--- src/rtl/apb_master.sv ---
// APB3 requester: single read/write commands in, IDLE/SETUP/ACCESS sequence out, one-cycle response strobe.
// Optional PREADY timeout enabled by defining APB_MASTER_TIMEOUT_EN (limit set by TIMEOUT).
module apb_master #(
  parameter int ADDR_W  = 32,
  parameter int DATA_W  = 32,
  parameter int TIMEOUT = 16
) (
  input  logic              I_PCLK,
  input  logic              I_PRESET,
  input  logic              I_CMD_VALID,
  output logic              O_CMD_READY,
  input  logic              I_CMD_WRITE,
  input  logic [ADDR_W-1:0] I_CMD_ADDR,
  input  logic [DATA_W-1:0] I_CMD_WDATA,
  output logic              O_RSP_VALID,
  output logic [DATA_W-1:0] O_RSP_RDATA,
  output logic              O_RSP_ERR,
  output logic              O_PSEL,
  output logic              O_PENABLE,
  output logic              O_PWRITE,
  output logic [ADDR_W-1:0] O_PADDR,
  output logic [DATA_W-1:0] O_PWDATA,
  input  logic [DATA_W-1:0] I_PRDATA,
  input  logic              I_PREADY,
  input  logic              I_PSLVERR
);

  typedef enum logic [1:0] {
    ST_IDLE   = 2'd0,
    ST_SETUP  = 2'd1,
    ST_ACCESS = 2'd2
  } state_t;

  state_t              state_q, state_d;
  logic                pwrite_q, pwrite_d;
  logic [ADDR_W-1:0]   paddr_q, paddr_d;
  logic [DATA_W-1:0]   pwdata_q, pwdata_d;
  logic                rsp_valid_q, rsp_valid_d;
  logic [DATA_W-1:0]   rsp_rdata_q, rsp_rdata_d;
  logic                rsp_err_q, rsp_err_d;

`ifdef APB_MASTER_TIMEOUT_EN
  localparam logic [15:0] TIMEOUT_L = 16'(TIMEOUT);
  // Holds the index of the current ACCESS cycle (1 on the first one).
  logic [15:0]         cnt_q, cnt_d;
`endif

  always_comb begin
    state_d     = state_q;
    pwrite_d    = pwrite_q;
    paddr_d     = paddr_q;
    pwdata_d    = pwdata_q;
    rsp_valid_d = 1'b0;
    rsp_rdata_d = rsp_rdata_q;
    rsp_err_d   = rsp_err_q;
`ifdef APB_MASTER_TIMEOUT_EN
    cnt_d       = cnt_q;
`endif
    case (state_q)
      ST_IDLE: begin
        if (I_CMD_VALID) begin
          pwrite_d = I_CMD_WRITE;
          paddr_d  = I_CMD_ADDR;
          pwdata_d = I_CMD_WDATA;
          state_d  = ST_SETUP;
`ifdef APB_MASTER_TIMEOUT_EN
          cnt_d    = '0;
`endif
        end
      end
      ST_SETUP: begin
        state_d = ST_ACCESS;
`ifdef APB_MASTER_TIMEOUT_EN
        cnt_d   = cnt_q + 16'd1;
`endif
      end
      ST_ACCESS: begin
        if (I_PREADY) begin
          rsp_valid_d = 1'b1;
          rsp_rdata_d = pwrite_q ? '0 : I_PRDATA;
          rsp_err_d   = I_PSLVERR;
          state_d     = ST_IDLE;
        end
`ifdef APB_MASTER_TIMEOUT_EN
        else if (cnt_q == TIMEOUT_L) begin
          rsp_valid_d = 1'b1;
          rsp_rdata_d = '0;
          rsp_err_d   = 1'b1;
          state_d     = ST_IDLE;
        end else begin
          cnt_d = cnt_q + 16'd1;
        end
`endif
      end
      default: state_d = ST_IDLE;
    endcase
  end

  always_ff @(posedge I_PCLK or posedge I_PRESET) begin
    if (I_PRESET) begin
      state_q     <= ST_IDLE;
      pwrite_q    <= 1'b0;
      paddr_q     <= '0;
      pwdata_q    <= '0;
      rsp_valid_q <= 1'b0;
      rsp_rdata_q <= '0;
      rsp_err_q   <= 1'b0;
`ifdef APB_MASTER_TIMEOUT_EN
      cnt_q       <= '0;
`endif
    end else begin
      state_q     <= state_d;
      pwrite_q    <= pwrite_d;
      paddr_q     <= paddr_d;
      pwdata_q    <= pwdata_d;
      rsp_valid_q <= rsp_valid_d;
      rsp_rdata_q <= rsp_rdata_d;
      rsp_err_q   <= rsp_err_d;
`ifdef APB_MASTER_TIMEOUT_EN
      cnt_q       <= cnt_d;
`endif
    end
  end

  // Decoded straight from the state register so reset drops PSEL/PENABLE without waiting for a clock.
  assign O_CMD_READY = (state_q == ST_IDLE);
  assign O_PSEL      = (state_q == ST_SETUP) || (state_q == ST_ACCESS);
  assign O_PENABLE   = (state_q == ST_ACCESS);
  assign O_PWRITE    = pwrite_q;
  assign O_PADDR     = paddr_q;
  assign O_PWDATA    = pwdata_q;
  assign O_RSP_VALID = rsp_valid_q;
  assign O_RSP_RDATA = rsp_rdata_q;
  assign O_RSP_ERR   = rsp_err_q;

endmodule

--- config.mk ---
export PLATFORM = sky130hd
export DESIGN_NAME = apb_master
export DESIGN_NICKNAME = d
export VERILOG_FILES = /design/src/rtl/apb_master.sv
export SDC_FILE = /design/constraint.sdc
export NUM_CORES = 1
export LEC_CHECK = 0
export CAP_MARGIN = 20
export CORE_MARGIN = 3
export CORE_UTILIZATION = 44
export CTS_CLUSTER_SIZE = 28
export DETAILED_ROUTE_END_ITERATION = 10
export PLACE_DENSITY = 0.86
export REMOVE_ABC_BUFFERS = 1
export SLEW_MARGIN = 10
export SYNTH_ARGS = -nofsm -noshare
export SYNTH_HDL_FRONTEND = slang
export SYNTH_SLANG_ARGS = --single-unit
--- constraint.sdc ---
create_clock -name I_PCLK -period 5.7 [get_ports I_PCLK]
set_input_delay 1.14 -clock I_PCLK [delete_from_list [all_inputs] [get_ports I_PCLK]]
set_output_delay 1.14 -clock I_PCLK [all_outputs]
set_load 0.005 [all_outputs]
Word-level counts from Yosys, hierarchy flattened
Cells that the tools add are included.
{"block": "totals", "reg_bits": 101, "inputBits": 102, "out_inout_bits": 102}
{"block": "classes", "n_eq_ne": 4, "muxes": 6, "reduce_logical": 5}
{"op": "$mux W32", "count": 1}
{"op": "$pmux W2 S3", "count": 1}
{"op": "$reduce_and A2 Y1", "count": 3}
{"op": "$mux W2", "count": 2}
{"op": "$eq A2 B1 Y1 const B", "count": 1}
{"op": "$eq A2 B2 Y1 const B", "count": 1}
{"op": "$logic_not A2 Y1", "count": 1}
{"op": "$mux W1", "count": 2}
{"op": "$ne A2 B1 Y1 const B", "count": 1}
{"op": "$ne A2 B2 Y1 const B", "count": 1}
{"op": "$logic_or A1 B1 Y1", "count": 1}

Longest topological paths before layout
Gate-level depths: netlist of run 1.
{"block": "logic_depth", "depth_word": 3, "ltp_mapped": 7, "mapped_depth_nobuf": 5}

Worst setup path after synthesis of run 1
Ideal clock, no wire load.
{"block": "synth_path", "path_type": "input to register", "startpoint": "in I_CMD_VALID", "endpoint": "reg paddr_q[0], in the netlist O_PADDR[0]", "arrival_ps": 1821, "required_ps": 5575, "slack_ps": 3754, "stages": 4, "path_buffers": 2, "cell_sequence": "nand2_1 buf_6 buf_6 mux2_4"}
{"block": "synth_between", "elab_chain_len": 1}
{"element": "start, declared", "line_no": "10", "source": "input logic I_CMD_VALID,"}
{"element": "$reduce_and A2 Y1 (no line)"}
{"element": "end signal, assigned", "line_no": "114", "source": "paddr_q <= paddr_d;"}
{"element": "end, declared", "line_no": "36", "source": "logic [ADDR_W-1:0] paddr_q, paddr_d;"}
Every way passes these cells.
A chain may end at the register's enable or synchronous reset.

Worst setup path after layout of run 1
{"block": "layout_path", "startpoint": "reg pwrite_q, in the netlist O_PWRITE", "endpoint": "out O_PWRITE"}
{"element": "start, declared", "line_no": "35", "source": "logic pwrite_q, pwrite_d;"}
{"element": "start signal, assigned", "line_no": "113", "source": "pwrite_q <= pwrite_d;"}
{"element": "end, declared", "line_no": "20", "source": "output logic O_PWRITE,"}
No word-level cell between the ends.

==> results of run 1 <==
-- per-stage QoR --
stage          hold slack [ns]  setup slack [ns]  utilization  power, µW
3_5_place_dp             0.474              2.66        0.697       2810
6_report                 0.490              2.72        0.720       3200
5_1_grt                  0.518              2.54        0.720       3390
2_1_floorplan            0.473              1.91            -       1920
4_1_cts                  0.496              2.66        0.717       3240
3_3_place_gp             0.461              2.71        0.697       2740
-- where the power goes --
group	internal (µW)	switching [µW]	leakage, µW
clock	174	250	0.0000893
combinational	1050	462	0.00156
sequential	1040	216	0.00123
total	2270	928	0.00288
-- per-layer routing --
| layer | GRT usage | vias up |
|---|---|---|
| met5 | 0 | - |
| met4 | 0.0627 | 0 |
| met3 | 0.0656 | 9 |
| met2 | 0.351 | 139 |
| met1 | 0.247 | 1436 |
| li1 | - | 1378 |
-- final timing paths --
check | endpoint | slack, ns
min reg2reg | O_RSP_RDATA[27] | 0.49
min in group asynchronous | O_PWDATA[17] | 1.27
min | O_RSP_RDATA[27] | 0.49
max | O_PWRITE | 2.72
max in group asynchronous | O_PWRITE | 3.41
max reg2reg | O_PWRITE | 3.75
-- cell type report --
| type | count | share of cell area |
|---|---|---|
| flip-flops and latches | 101 | 0.393 |
| repair buffers | 205 | 0.321 |
| multi-input cells | 172 | 0.233 |
| clock buffers | 10 | 0.0214 |
| well taps | 108 | 0.0210 |
| clock inverters | 6 | 0.00719 |
| inverters | 5 | 0.00330 |
-- worst min-delay path, stage by stage, from the launching register on --
cell	delay (ns)
dfrtp_1	0.35
nand2_1	0.04
o21ai_0	0.06
-- sequential cells by signal, indices dropped and copies added, names as in the netlist --
name         cells
O_RSP_RDATA     32
O_PWDATA        32
O_PADDR         32
O_PWRITE         1
O_RSP_VALID      1
state_q          2
O_RSP_ERR        1
-- cell usage after synthesis --
cell,count
ha_1,3
nand2_1,34
inv_1,5
o21a_1,1
nor2b_1,1
nand2b_1,32
mux2_2,17
mux2_4,50
buf_6,6
buf_2,6
o21ai_0,33
clkbuf_1,5
a21oi_1,1
dfrtp_1,101
-- logic make-up after synthesis --
| logic type | Yosys count | share of synthesized area |
|---|---|---|
| muxes | 67 | 0.227 |
| and+or+nand+nor | 67 | 0.0804 |
| buffers and inverters | 22 | 0.0325 |
| DFF | 101 | 0.608 |
| adders and majority gates | 3 | 0.00904 |
| AOI/OAI and AO/OA | 35 | 0.0428 |
==> results.sh, run 1 <==
export IMPL_outcome="finished, final reports clean"
export IMPL_min_path_cells=2
export IMPL_dieArea_um2=10600
export IMPL_regArea_um2=2530
export IMPL_path_buf_inv=1
export IMPL_die_w_um=103
export IMPL_top_layer_used="met4"
export IMPL_crit_start="O_PWRITE"
export IMPL_cap_violations=0
export IMPL_grt_max_degree=67
export IMPL_grt_pass1_wl_mm=16.4
export IMPL_startpoint_type="register"
export IMPL_final_common_cell="clkdlybuf4s50_1"
export IMPL_hold_buffers=0
export IMPL_path_clk_slew_ns=0.09
export IMPL_setup_viol=0
export IMPL_grt_pass1_vias=3092
export IMPL_drc=0
export IMPL_clock_root_buffer="clkbuf_8"
export IMPL_slowest_delay_ns=0.85
export IMPL_routed_via_density=4.88
export IMPL_vias=2962
export IMPL_ant_nets=0
export IMPL_worstPathCellList="clkdlybuf4s50_1"
export IMPL_rows=34
export IMPL_timing_rr_start="state_q[0]"
export IMPL_syn_area_um2=4150
export IMPL_ys_warn_count=0
export IMPL_fp_dieH_um=103
export IMPL_cts_resized=0
export IMPL_leakage_uw=0.00288
export IMPL_path_class="reg -> out"
export IMPL_synthTopCellsByArea="dfrtp_1 61%, mux2_4 18%, nand2b_1 4.8%"
export IMPL_dp_cells=590
export IMPL_cts_sinks=101
export IMPL_core_area_um2=8930
export IMPL_start_util=0.465
export IMPL_htreeDepth=3
export IMPL_drive_gt1_frac=0.176
export IMPL_synth_largest_area_cell="dfrtp_1"
export IMPL_min_from="O_RSP_RDATA[27]"
export IMPL_slew_viol_final=0
export IMPL_grt_overflow=0
export IMPL_crit_fanout=34
export IMPL_max_freq_mhz=335
export IMPL_wl_per_cell_um=18.3
export IMPL_hold_path_class="reg -> reg"
export IMPL_final_fill_count=610
export IMPL_required_ns=4.56
export IMPL_power_density_nw_per_um2=497
export IMPL_port_buffers=203
export IMPL_r2r_cells=5
export IMPL_hpwlAfterDp_mm=8.39
export IMPL_netlist_area_leader_share=0.608
export IMPL_post_cts_buffers=0
export IMPL_grtUsageTotal=0.205
export IMPL_final_cell_count_no_fill=607
export IMPL_clk_latency_ns=0.36
export IMPL_ioPinCount=204
export IMPL_synth_cell_type_count=14
export IMPL_seq_area_frac_synth=0.608
export IMPL_fin_tns_setup_ns=0
export IMPL_cp_slowest_cell="dfrtp_1"
export IMPL_place_area_um2=6220
export IMPL_gp_congestion=0.777
export IMPL_arrival_ns=1.84
export IMPL_max_slew_margin_rel=0.374
export IMPL_end_kind="output pin"
export IMPL_peakVddDrop_mv=0.236
export IMPL_drt_total_wl_mm=11.1
export IMPL_period_share=0.523
export IMPL_ys_ff_latch=101
export IMPL_wl_met1_mm=4.40
export IMPL_fin_crit_ns=2.98
export IMPL_cts_tree="done"
export IMPL_avgSynthCellArea_um2=14.1
export IMPL_drt_iter0_markers=51
export IMPL_firstDrtPassIters=4
export IMPL_multi_input_area_um2=1500
export IMPL_rsz0062_at_grt="false"
export IMPL_diodes=0
export IMPL_cts_buffers=9
export IMPL_hold_viol=0
export IMPL_final_cell_area_um2=6440
export IMPL_path_depth=1
export IMPL_synthToLayoutAreaGrowth_pct=54.9
export IMPL_wl_met3_mm=1.02
export IMPL_worst_pin_slew_ns=0.936
export IMPL_clockBufferDepth=2
export IMPL_fin_skew_ns=0.0149
export IMPL_wl_met2_mm=5.57
export IMPL_crit_family="flip-flops"
export IMPL_layout_common_cells="203 x clkdlybuf4s50_1, 101 x dfrtp_1, 50 x mux2_4"
export IMPL_grt_antenna_before_repair=0
export IMPL_netlist_instances=295
export IMPL_fin_nets=599
Power figures use the tool's default switching activity.
==> inputs of run 2 (changes only) <==
- CORE_UTILIZATION: 44 -> 37
- PLACE_DENSITY: 0.86 -> 0.77
- clock period: 5.7 -> 2.5 ns (I/O delays scaled with it)
==> run 2 against run 1 <==
  * Global-route usage shrank 3.8 points
  * Final cell count rose by 6.3%
  * Critical path depth grew 2
  * Die area rose by 18%
  * Non-clock buffer count up 7
==> results.sh, run 2 (synthesis results as in run 1) <==
export IMPL_outcome="finished, final reports clean"
export IMPL_period_share=0.878
export IMPL_die_w_um=112
export IMPL_required_ns=2.00
export IMPL_drt_total_wl_mm=10.2
export IMPL_drt_iter0_markers=128
export IMPL_grt_pass1_vias=3178
export IMPL_ioPinCount=204
export IMPL_place_area_um2=6360
export IMPL_core_area_um2=10900
export IMPL_dieArea_um2=12500
export IMPL_fin_crit_ns=2.20
export IMPL_pre_cts_ws_ns=0.427
export IMPL_rr_endpoint="O_PWDATA[31]"
export IMPL_wl_per_cell_um=15.8
export IMPL_fin_nets=606
export IMPL_arrival_ns=1.70
export IMPL_diodes=0
export IMPL_grt_max_degree=67
export IMPL_rows=38
export IMPL_fp_dieH_um=112
export IMPL_max_slew_margin_rel=0.778
export IMPL_vias=2879
export IMPL_layout_common_cells="203 x clkdlybuf4s50_1, 101 x dfrtp_1, 50 x mux2_4"
export IMPL_multi_input_area_um2=1500
export IMPL_routed_via_density=4.46
export IMPL_post_cts_buffers=0
export IMPL_grt_overflow=0
export IMPL_fin_skew_ns=0.00932
export IMPL_ant_nets=0
export IMPL_crit_fanout=4
export IMPL_hold_buffers=0
export IMPL_clk_latency_ns=0.35
export IMPL_synthToLayoutAreaGrowth_pct=58.4
export IMPL_drive_gt1_frac=0.186
export IMPL_max_freq_mhz=455
export IMPL_hold_slack_ns=0.467
export IMPL_final_common_cell="clkdlybuf4s50_1"
export IMPL_setup_viol=0
export IMPL_worst_pin_slew_ns=0.333
export IMPL_hold_path_class="in -> async"
export IMPL_clockBufferDepth=2
export IMPL_cts_sinks=101
export IMPL_drc=0
export IMPL_path_clk_slew_ns=0.09
export IMPL_grtUsageTotal=0.167
export IMPL_r2r_cells=5
export IMPL_cts_buffers=9
export IMPL_clock_root_buffer="clkbuf_8"
export IMPL_final_fill_count=897
export IMPL_firstDrtPassIters=4
export IMPL_final_cell_area_um2=6580
export IMPL_power_uw=7460
export IMPL_end_kind="output pin"
export IMPL_gp_congestion=0.816
export IMPL_regArea_um2=2530
export IMPL_cts_tree="done"
export IMPL_grt_pass1_wl_mm=16.8
export IMPL_cap_violations=0
export IMPL_hold_viol=0
export IMPL_startpoint_type="register"
export IMPL_dp_cells=630
export IMPL_slew_viol_final=0
export IMPL_hpwlAfterDp_mm=7.66
export IMPL_path_class="reg -> out"
export IMPL_peakVddDrop_mv=0.499
export IMPL_port_buffers=203
export IMPL_ff2ff_setup_slack_ns=0.73
export IMPL_htreeDepth=3
export IMPL_rsz0062_at_grt="false"
export IMPL_power_density_nw_per_um2=1130
export IMPL_leakage_uw=0.00294
export IMPL_start_util=0.382
export IMPL_grt_antenna_before_repair=0
export IMPL_setup_slack_ns=0.304
export IMPL_cts_resized=0
export IMPL_timing_rr_start="state_q[1]"
export IMPL_final_cell_count_no_fill=645
## run 2: final cells by class
cell class / count / share of cell area
multi-input cells: 172 / 0.228
clock buffers: 9 / 0.0188
repair buffers: 212 / 0.325
inverters: 5 / 0.00323
well taps: 140 / 0.0266
flip-flops and latches: 101 / 0.384
clock inverters: 6 / 0.0144
## run 2: stage by stage
step	TNS (ns)	util
5_1_grt	0	0.604
3_3_place_gp	0	0.584
4_1_cts	0	0.604
2_1_floorplan	-108.91	-
3_5_place_dp	0	0.584
6_report	0	0.604
## run 2: worst max-delay path by stage
stage | depth (start not counted) | slack [ns] | to | from
after global placement | 4 | 0.47 | O_PWDATA[31] | I_CMD_VALID
after global routing | 3 | 0.20 | O_CMD_READY | state_q[0]
after detailed placement | 4 | 0.43 | O_PADDR[20] | I_CMD_VALID
after CTS | 3 | 0.27 | O_CMD_READY | state_q[0]
after floorplan | 4 | -0.74 | O_PADDR[19] | state_q[0]
final | 3 | 0.30 | O_CMD_READY | state_q[0]
## run 2: metal layers
metal / global-route usage / up-vias / routed length [µm]
met5: 0 / - / 0
met4: 0.0337 / 0 / 78
met3: 0.0549 / 9 / 892
met2: 0.280 / 126 / 4980
met1: 0.213 / 1355 / 4250
li1: - / 1389 / -
## run 2: report_power, final
group | switching (µW) | internal (µW)
logic | 1090 | 2440
clock network | 564 | 569
registers | 428 | 2380
## run 2: worst max-delay path: stages, from the launching register on
cell and delay, ns:
dfrtp_1 0.39, inv_1 0.11, ha_1 0.28, clkdlybuf4s50_1 0.58
